==> src/rtl/pll_rst_seq.sv <==
// pll_rst_seq: reset sequencer for the system PLL.
// Runs on the free-running reference clock, which is the same net as the PLL refclk.
// Pulses the PLL reset, then waits for lock. Core reset is released only after
// the synchronised lock has been stable for STABLE_CYCLES cycles. A lock loss
// in RUN re-initialises the PLL.
//
// Optional feature: define PLL_RST_SEQ_TIMEOUT_EN to re-reset the PLL when it
// fails to lock within LOCK_TIMEOUT cycles.
//
// Ports:
//   clk          in  1  reference clock (PLL refclk)
//   rst          in  1  synchronous active-high reset
//   locked       in  1  PLL lock, asynchronous, synchronised internally
//   pll_rst      out 1  PLL reset, active-high
//   core_rst     out 1  core reset request, active-high, registered
//   ready        out 1  high exactly while in RUN
//   relock_count out 8  PLL reset re-issues since rst, saturating at 255
module pll_rst_seq #(
  parameter int RST_CYCLES    = 16,
  parameter int STABLE_CYCLES = 1024,
  parameter int LOCK_TIMEOUT  = 65536
) (
  input  logic       clk,
  input  logic       rst,
  input  logic       locked,
  output logic       pll_rst,
  output logic       core_rst,
  output logic       ready,
  output logic [7:0] relock_count
);

  localparam int MAX_AB = (RST_CYCLES > STABLE_CYCLES) ? RST_CYCLES : STABLE_CYCLES;
  localparam int MAX_P  = (MAX_AB > LOCK_TIMEOUT) ? MAX_AB : LOCK_TIMEOUT;
  localparam int CW     = $clog2(MAX_P) + 1;

  localparam logic [CW-1:0] RST_LAST    = CW'(RST_CYCLES - 1);
  localparam logic [CW-1:0] STABLE_LAST = CW'(STABLE_CYCLES - 1);
`ifdef PLL_RST_SEQ_TIMEOUT_EN
  localparam logic [CW-1:0] TO_LAST     = CW'(LOCK_TIMEOUT - 1);
`endif

  typedef enum logic [1:0] {
    RESET_PLL,
    WAIT_LOCK,
    STABLE,
    RUN
  } state_t;

  state_t          state;
  state_t          state_nx;
  logic [CW-1:0]   cnt;
  logic [CW-1:0]   cnt_nx;
  logic            sync1;
  logic            locked_s;
  logic            relock_inc;
  logic            pll_rst_nx;
  logic            core_rst_nx;
  logic            ready_nx;
  logic [7:0]      relock_nx;

  // State register. The synchroniser and the registered outputs share the register.
  always_ff @(posedge clk) begin
    if (rst) begin
      state        <= RESET_PLL;
      cnt          <= '0;
      sync1        <= 1'b0;
      locked_s     <= 1'b0;
      pll_rst      <= 1'b1;
      core_rst     <= 1'b1;
      ready        <= 1'b0;
      relock_count <= '0;
    end else begin
      state        <= state_nx;
      cnt          <= cnt_nx;
      sync1        <= locked;
      locked_s     <= sync1;
      pll_rst      <= pll_rst_nx;
      core_rst     <= core_rst_nx;
      ready        <= ready_nx;
      relock_count <= relock_nx;
    end
  end

  // Next-state and shared counter
  always_comb begin
    state_nx   = state;
    relock_inc = 1'b0;
    case (state)
      RESET_PLL: begin
        if (cnt == RST_LAST) state_nx = WAIT_LOCK;
      end
      WAIT_LOCK: begin
        // Lock is tested first, so it wins over a timeout on the same cycle
        if (locked_s) begin
          state_nx = STABLE;
        end
`ifdef PLL_RST_SEQ_TIMEOUT_EN
        else if (cnt == TO_LAST) begin
          state_nx   = RESET_PLL;
          relock_inc = 1'b1;
        end
`endif
      end
      STABLE: begin
        if (!locked_s) state_nx = WAIT_LOCK;
        else if (cnt == STABLE_LAST) state_nx = RUN;
      end
      RUN: begin
        if (!locked_s) begin
          state_nx   = RESET_PLL;
          relock_inc = 1'b1;
        end
      end
      default: state_nx = RESET_PLL;
    endcase

    cnt_nx = cnt;
    if (state_nx != state) begin
      cnt_nx = '0;
    end else begin
      case (state)
        RESET_PLL: cnt_nx = cnt + 1'b1;
        STABLE:    cnt_nx = cnt + 1'b1;
`ifdef PLL_RST_SEQ_TIMEOUT_EN
        WAIT_LOCK: cnt_nx = cnt + 1'b1;
`endif
        default:   cnt_nx = cnt;
      endcase
    end
  end

  // Output decode from the next state, so outputs change on the same edge as the state
  always_comb begin
    pll_rst_nx  = (state_nx == RESET_PLL);
    core_rst_nx = (state_nx != RUN);
    ready_nx    = (state_nx == RUN);
    relock_nx   = relock_count;
    if (relock_inc && (relock_count != 8'hFF)) relock_nx = relock_count + 8'd1;
  end

endmodule

==> config.mk <==
export PLATFORM = sky130hd
export DESIGN_NAME = pll_rst_seq
export DESIGN_NICKNAME = d
export VERILOG_FILES = /design/src/rtl/pll_rst_seq.sv
export SDC_FILE = /design/constraint.sdc
export NUM_CORES = 1
export LEC_CHECK = 0
export ABC_AREA = 1
export BUFFER_PORTS_ARGS = -buffer_cell sky130_fd_sc_hd__buf_2
export CAP_MARGIN = 20
export CORE_MARGIN = 2
export CORE_UTILIZATION = 30
export DETAILED_ROUTE_END_ITERATION = 16
export PLACE_DENSITY = 0.56
export SYNTH_ARGS = -nofsm -noshare
export SYNTH_HDL_FRONTEND = slang
export SYNTH_SLANG_ARGS = --single-unit
==> constraint.sdc <==
create_clock -name clk -period 1.85 [get_ports clk]
set_input_delay 0.0925 -clock clk [delete_from_list [all_inputs] [get_ports clk]]
set_output_delay 0.0925 -clock clk [all_outputs]
set_load 0.005 [all_outputs]
* Yosys cells after proc, flatten, opt, wreduce, memory -nomap -nowiden
Cells that the tools add are included.
Widths: inputs -> output; s select.
** Operators by class
- Add/subtract/negate cells :: 2
- Equal/unequal tests :: 9
- Mux-type cells :: 8
- Reductions and logical operators :: 5
** Operator list (number)
- $add 17x1->17 const B :: 1
- $eq 17x10->1 const B :: 1
- $eq 17x4->1 const B :: 1
- $mux 2 :: 5
- $add 8x1->8 const B :: 1
- $ne 8x8->1 const B :: 1
- $pmux 2 s4 :: 1
- $eq 2x2->1 const B :: 3
- $logic_not 2->1 :: 2
- $reduce_or 2->1 :: 2
- $eq 2x1->1 const B :: 1
- $mux 1 :: 2
- $ne 2x2->1 :: 1
- $ne 2x2->1 const B :: 1
- $logic_and 1x1->1 :: 1
** Storage, ports and cells
- Register bits after elaboration :: 32
- Input bits :: 3

* Longest topological paths before layout
Gate-level depths: netlist of run 1.
- Depth in word-level cells :: 6
- Depth in mapped cells :: 9
- Mapped depth without buffers :: 9

* Worst setup path before layout of run 1
Ideal clock, no wire load.
- Kind :: register to register
- Start point :: register cnt[0]
- End point :: register cnt[3]
- Library setup time :: 0.116 ns
- Data arrival time :: 1.320 ns
- Setup slack :: 0.413 ns
- Stages on the path, launching flop included :: 10
- Period minus slack after synthesis :: 1.437 ns
- Cells stage by stage :: dfxtp_1 -> ha_1 -> nand2_1 -> nor3_1 -> nand3_1 -> nand2_2 -> nand4_2 -> nand2_4 -> buf_8 -> nor2_2
** Between the ends
- Longest elaborated chain between the ends :: 6
** Ends and longest elaborated chain
- from (decl) :: line 51 : logic [CW-1:0] cnt;
- from (signal assigned) :: line 74 : cnt <= cnt_nx;
- $eq 17x10->1 :: line 106 : else if (cnt == STABLE_LAST) state_nx = RUN;
- $mux 2 :: line 106
- $mux 2 :: line 105 : if (!locked_s) state_nx = WAIT_LOCK;
- $pmux 2 s4 :: line 88 : case (state)
- $ne 2x2->1 :: line 118 : if (state_nx != state) begin
- $reduce_or 2->1 (no line)
Several ways; a longest one is shown, not always the timed one.
A chain may end at the register's enable or synchronous reset.

* Final worst setup path of run 1
- Start point :: register cnt[0]
- End point :: register cnt[12]
The elaborated chain is that of the path after synthesis.

==> impl_metrics.yaml, run 1 <==
timing:
  min_period_ns: 1.59
  finalClockSkew_ns: 0.00768
  fin_crit_sh_pct: 85.9
  slew_violations: 0
  rsz0062_at_grt: "false"
  slew_headroom_pct: 73.5
  hold_viol: 0
  worst_pin_slew_ns: 0.397
  setup_violations: 0
  tns_ns: 0
  holdWs_ns: 0.0161
  setup_slack_ns: 0.261
  fmax_mhz: 629
floorplan:
  floorplan.initialDensity_pct: 31.2
  core_area_sq_mm: 0.00514
  design.die.area_sq_mm: 0.00595
  die_h_um: 77.1
  io_pins: 14
  num_rows: 26
  die_w_um: 77.1
synthesis:
  yosys_warnings: 0
  synth_largest_area_cell: "dfxtp_1"
  ys_seq_area_share_pct: 39.9
  synthCells: 224
  synth_cell_types: 27
  synth.ff_latch_count: 32
  ys_top_cells_by_area: "dfxtp_1 (40%), nand2_1 (9.4%), inv_1 (9.1%)"
  synth_area_sq_mm: 0.00160
  synth_top_area_share_pct: 39.9
  synth_area_per_cell_sq_um: 7.16
  syn-num-nets: 229
final_layout:
  fill_cells: 585
  layout_common_cells: "nand2_1 (40), inv_1 (39), nor2_1 (37), dfxtp_1 (32), nand3_1 (15)"
  finalNonFillerCells: 312
  finish.net_count: 246
  final_core_utilization_pct: 35.8
  diodes: 0
  area_growth_pct: 14.6
  final_common_cell: "nand2_1"
  drive_gt1_share_pct: 18.2
critical_path:
  crit_path_max_fanout: 17
  cp.required_ns: 2.01
  crit_type: "reg -> reg"
  start_kind: "register"
  arrival_ns: 1.75
  endpoint_kind: "register"
detailed_routing:
  vias: 1320
  wl_per_cell_um: 9.19
  drt_first_pass_iters: 4
  drt-total-wl_um: 2870
  drt_iter0_markers: 36
  postRouteAntennaNets: 0
  drc: 0
  via_per_inst: 4.23
grt:
  grt_pass1_wl_um: 4980
  grt_overflow: 0
  grt_pass1_vias: 1178
  grt_antenna_before_repair: 0
  grt_start_max_net_pins: 18
  track_usage_pct: 10.4
cts:
  clk_pin_slew_ns: 0.07
  root_buffer: "clkbuf_8"
  post_cts_buffers: 0
  cts_tree: "built"
  clockBufferDepth: 2
  cts_buffers: 5
  cts_sinks: 32
  cts_resized: 0
  worst_skew_pair.late_latency_ns: 0.28
  htreeDepth: 2
  cts_hold_buf: 0
run:
  maxCapViolCount: 0
place:
  io_buffers: 13
  dp_slack_ns: 0.273
  dpl.hpwl_um: 2140
  place.gp.congestion: 0.767
  dp.cells: 304
pwr:
  powerDensity_mw_per_mm2: 756
  p_leak_nw: 0.741
  irDropWorstVdd_mv: 0.494
run_status:
  status: "finished clean"
hold_path:
  worstHoldPathType: "in -> reg"
cells in the mapped netlist, drive strengths merged:
library cell and number:
clkbuf 1, a21oi 7, and2 1, o21ai 5
xor2 12, nor3b 1, nand3 16, nand2 43
o21a 1, dfxtp 32, inv 40, nand4 3
xnor2 3, ha 2, nor3 5, or2 1
buf 2, nor2 49
path summary, 6_finish.rpt:
| check | startpoint | endpoint | slack (ns) | cells after the start |
|---|---|---|---|---|
| max reg2reg | cnt[0] | cnt[12] | 0.26 | 8 |
| min reg2reg | sync1 | locked_s | 0.40 | 2 |
| max | cnt[0] | cnt[12] | 0.26 | 8 |
| min | locked | sync1 | 0.02 | 3 |
critical path, cell delays in order (launching register included):
cell and delay, ns:
dfxtp_1 0.37, ha_1 0.20, nand2_1 0.08, nor3_1 0.19, nand3_1 0.11, nand2_2 0.09
nand4_2 0.10, nand2_4 0.23, nor2_1 0.07
through the flow:
stage               instance area (sq um)  power [mW]
floorplan                            1600       0.749
global placement                     1730       0.755
detailed placement                   1730       0.756
CTS                                  1840        1.42
global route                         1840        1.45
finish                               1840        1.39
routing by layer:
layer	routed length [um]	GRT usage, %	part of all wire (%)
met1	1420	12.6	49
met2	1290	16.6	45
met3	95	2.24	3.3
met4	60	6.43	2.1
met5	0	0	0
kinds of logic after synthesis:
kind of cell / after synthesis / share of synthesized area (%)
buffers and inverters: 43 / 11.0
AND/OR/NAND/NOR: 119 / 34.9
adder cells (fa/ha/maj): 2 / 1.56
XOR/XNOR: 15 / 8.19
flip-flops: 32 / 39.9
AO/OA/AOI/OAI: 13 / 4.45
power by group:
part	switching (mW)	leakage, nW	internal, mW
Clock	0.251	0.0552	0.399
Sequential	0.00562	0.259	0.697
Combinational	0.0232	0.427	0.0132
flip-flops by register name, indices dropped and copies added, names as in the netlist:
register      flops
cnt              17
core_rst          1
locked_s          1
pll_rst           1
ready             1
relock_count      8
state             2
sync1             1
final cells by class:
type | count | area (sq um) | area share [%]
multi-input cells | 149 | 787 | 42.8
flip-flops and latches | 32 | 641 | 34.9
inverters | 40 | 150 | 8.17
well taps | 70 | 87.6 | 4.77
clock buffers | 6 | 72.6 | 3.95
repair buffers | 13 | 65.1 | 3.54
clock inverters | 2 | 35.0 | 1.91
(Power assumes the default switching activity.)
==> run 2: changes to the inputs <==
- CTS_BUF_LIST: not set -> sky130_fd_sc_hd__clkbuf_4 sky130_fd_sc_hd__clkbuf_8
==> impl_metrics.yaml, run 2 (synthesis results as in run 1) <==
grt:
  track_usage_pct: 10.4
  grt_pass1_vias: 1178
  grt_start_max_net_pins: 18
  grt_pass1_wl_um: 4980
  grt_overflow: 0
  grt_antenna_before_repair: 0
detailed_routing:
  postRouteAntennaNets: 0
  wl_per_cell_um: 9.19
  drt_iter0_markers: 36
  drt-total-wl_um: 2870
  drc: 0
  vias: 1321
  drt_first_pass_iters: 4
  via_per_inst: 4.23
final_layout:
  fill_cells: 584
  finalInstanceArea_sq_mm: 0.00184
  final_core_utilization_pct: 35.8
  final_common_cell: "nand2_1"
  drive_gt1_share_pct: 18.6
  diodes: 0
  layout_common_cells: "nand2_1 (40), inv_1 (39), nor2_1 (37), dfxtp_1 (32), nand3_1 (15)"
  largest_reg_flops: 17
  finish.net_count: 246
  area_growth_pct: 14.8
  regMostFlops: "cnt"
  largestRegisters: "cnt: 17 flops, relock_count: 8 flops, state: 2 flops"
hold_path:
  hold_depth: 3
  hold_start: "locked"
  worstHoldPathType: "in -> reg"
floorplan:
  num_rows: 26
  core_area_sq_mm: 0.00514
  floorplan.initialDensity_pct: 31.2
  design.die.area_sq_mm: 0.00595
  io_pins: 14
  die_w_um: 77.1
  die_h_um: 77.1
critical_path:
  r2r_slack_ns: 0.26
  cp.required_ns: 2.01
  start_kind: "register"
  critical_path.endpoint: "cnt[12]"
  arrival_ns: 1.75
  crit_path_max_fanout: 17
  r2r-start: "cnt[0]"
  worst_r2r_endpoint: "cnt[12]"
  crit_path_start: "cnt[0]"
  reg2reg_depth: 8
  crit_type: "reg -> reg"
  endpoint_kind: "register"
cts:
  post_cts_buffers: 0
  htreeDepth: 2
  cts_tree: "built"
  worst_skew_pair.late_latency_ns: 0.28
  cts_hold_buf: 0
  root_buffer: "clkbuf_8"
  clk_pin_slew_ns: 0.07
  cts_buffers: 5
  clockBufferDepth: 2
  cts_sinks: 32
  cts_resized: 0
place:
  dpl.hpwl_um: 2140
  place.gp.congestion: 0.767
  io_buffers: 13
  place_area_sq_mm: 0.00173
timing:
  rsz0062_at_grt: "false"
  holdWs_ns: 0.0162
  slew_violations: 0
  slew_headroom_pct: 73.7
  setup_violations: 0
  worst_pin_slew_ns: 0.394
  min_period_ns: 1.59
  tns_ns: 0
  hold_viol: 0
  fin_crit_sh_pct: 85.9
  fmax_mhz: 629
  finalClockSkew_ns: 0.00763
pwr:
  p_leak_nw: 0.744
  powerDensity_mw_per_mm2: 762
  power_mw: 1.40
  irDropWorstVdd_mv: 0.494
run_status:
  status: "finished clean"
run:
  maxCapViolCount: 0
[run 2: cell counts in the layout (fill, tap and decap cells not counted)]
Identical to the previous run, type by type.
[run 2: worst min path at each step]
stage / endpoint
2_1_floorplan: sync1
3_3_place_gp: sync1
3_5_place_dp: sync1
4_1_cts: sync1
5_1_grt: sync1
6_report: sync1
[run 2: report_power, final]
group | total [mW] | internal [mW] | leakage [nW] | switching, mW
clock network | 0.665 | 0.414 | 0.0586 | 0.251
logic | 0.0364 | 0.0132 | 0.427 | 0.0232
registers | 0.702 | 0.697 | 0.259 | 0.00562
total | 1.40 | 1.12 | 0.744 | 0.279
[run 2: worst max-delay path, cell delays in order, from the launching register on]
cell and delay [ns]:
dfxtp_1 0.37, ha_1 0.20, nand2_1 0.08, nor3_1 0.19, nand3_1 0.11, nand2_2 0.09
nand4_2 0.10, nand2_4 0.23, nor2_1 0.07
[run 2: cell type report]
class / count / area [sq um] / area share (%)
Sequential cell: 32 / 641 / 34.8
Clock buffer: 6 / 76.3 / 4.14
Timing Repair Buffer: 13 / 65.1 / 3.53
Tap cell: 70 / 87.6 / 4.76
Clock inverter: 2 / 35.0 / 1.90
Multi-Input combinational cell: 149 / 787 / 42.7
Inverter: 40 / 150 / 8.15
[run 2: stage by stage]
stage,worst slack [ns],instances
after floorplan,0.413,224
after global placement,0.315,304
after detailed placement,0.273,304
after CTS,0.236,312
after global routing,0.0693,312
final,0.261,312
[run 2: routing by layer]
metal	vias to the layer above	routed length, um	track usage, %
li1	711	-	-
met3	4	95	2.24
met2	14	1300	16.6
met4	0	60	6.43
met5	-	0	0
met1	592	1410	12.6
==> run 3: changes to the inputs <==
- CORE_UTILIZATION: 30 -> 40
- PLACE_DENSITY: 0.56 -> 0.67
- clock period: 1.85 -> 1.55 ns (I/O delays scaled with it)
==> impl_metrics.yaml, run 3 (synthesis results as in run 1) <==
run_status:
  status: "finished clean"
place:
  dpl.hpwl_um: 2070
  io_buffers: 13
  dp_slack_ns: 0.0440
  dp.cells: 287
  place.gp.congestion: 0.802
cts:
  root_buffer: "clkbuf_8"
  cts_tree: "built"
  cts_buffers: 5
  htreeDepth: 2
  cts_sinks: 32
  clockBufferDepth: 2
  worst_skew_pair.late_latency_ns: 0.29
  clk_pin_slew_ns: 0.07
floorplan:
  die_w_um: 67.3
  design.die.area_sq_mm: 0.00453
  num_rows: 23
  die_h_um: 67.3
  io_pins: 14
  core_area_sq_mm: 0.00394
  floorplan.initialDensity_pct: 40.7
pwr:
  p_leak_nw: 0.785
  powerDensity_mw_per_mm2: 812
  irDropWorstVdd_mv: 0.552
timing:
  fmax_mhz: 657
  finalClockSkew_ns: 0.00732
  setup_slack_ns: 0.0277
  min_period_ns: 1.52
  setup_violations: 0
  holdWs_ns: 0.0977
  slew_violations: 0
  hold_viol: 0
  fin_crit_sh_pct: 98.2
  slew_headroom_pct: 73.9
  tns_ns: 0
  worst_pin_slew_ns: 0.390
hold_path:
  hold_start: "rst"
  worstHoldPathType: "in -> reg"
final_layout:
  ff_latch_area_sq_um: 646
  diodes: 0
  regMostFlops: "cnt"
  layout_common_cells: "inv_1 (39), nand2_1 (39), nor2_1 (35), dfxtp_1 (28), nand3_1 (15)"
  largest_reg_flops: 17
  largestRegisters: "cnt: 17 flops, relock_count: 8 flops, state: 2 flops"
  area_growth_pct: 21.5
  drive_gt1_share_pct: 24.7
  fill_cells: 375
  finalNonFillerCells: 301
  finish.net_count: 255
  multiInputGateArea_sq_um: 873
critical_path:
  crit_path_start: "cnt[1]"
  reg2reg_depth: 8
  critical_path.endpoint: "cnt[3]"
  crit_path_max_fanout: 8
  endpoint_kind: "register"
  arrival_ns: 1.70
  start_kind: "register"
  r2r-start: "cnt[1]"
  worst_r2r_endpoint: "cnt[3]"
  crit_type: "reg -> reg"
  r2r_slack_ns: 0.03
  cp.required_ns: 1.73
detailed_routing:
  wl_per_cell_um: 10.4
  postRouteAntennaNets: 0
  drt_iter0_markers: 40
  drc: 0
  drt-total-wl_um: 3120
  drt_first_pass_iters: 4
  vias: 1347
  via_per_inst: 4.48
grt:
  track_usage_pct: 14.6
  grt_overflow: 0
  grt_antenna_before_repair: 0
  grt_start_max_net_pins: 18
  grt_pass1_vias: 1177
  grt_pass1_wl_um: 4890
run:
  maxCapViolCount: 0
==> run 3: worst min-delay path by stage <==
stage                                  to  slack (ns)  depth (start not counted)
final                     relock_count[7]         0.1                          2
after global routing      relock_count[7]        0.11                          2
after floorplan                     sync1        0.18                          2
after CTS                 relock_count[7]        0.07                          2
after detailed placement            sync1        0.29                          3
after global placement              sync1        0.28                          3
==> run 3: cell type report <==
class / count / area share [%]
timing repair buffer: 20 / 6.16
clock buffer: 7 / 4.62
clock inverter: 1 / 0.385
tap: 50 / 3.21
sequential: 32 / 33.1
inverter: 40 / 7.70
multi-input combinational: 151 / 44.8
==> run 3: layer usage <==
metal | part of all wire (%) | GRT usage, % | up-vias
met1 | 50 | 18.8 | 582
met2 | 43 | 21.4 | 21
met3 | 4.1 | 5.50 | 10
met4 | 2.9 | 6.89 | 0
met5 | 0 | 0 | -
li1 | - | - | 734
==> run 3: report_power, final <==
part / internal, mW / total, mW / switching (mW)
clock network: 0.378 / 0.675 / 0.298
logic: 0.0288 / 0.0659 / 0.0372
registers: 0.833 / 0.842 / 0.00861
total: 1.24 / 1.58 / 0.344
==> run 3: per-stage QoR <==
step / utilization [%] / power, mW / area, sq um
floorplan: - / 0.895 / 1600
global placement: 43.8 / 0.903 / 1730
detailed placement: 43.8 / 0.904 / 1730
CTS: 46.6 / 1.59 / 1840
global route: 49.4 / 1.65 / 1950
finish: 49.4 / 1.58 / 1950
==> run 3: repair_timing <==
| item | CTS | global route |
|---|---|---|
| setup buffers | 0 | 3 |
| endpoints found under the hold margin | 1 | 0 |
| hold buffers | 1 | 0 |
| setup endpoints to repair | 0 | 19 |
| gates resized for setup | 0 | 15 |
==> run 3: worst max-delay path: stages, from the launching register on <==
cell     delay [ns]
dfxtp_2        0.35
ha_4           0.15
nand2_2        0.07
nor3_2         0.17
nand3_1        0.11
nand2_2        0.12
nand4_4        0.22
nand2_8        0.18
nor2_2         0.05
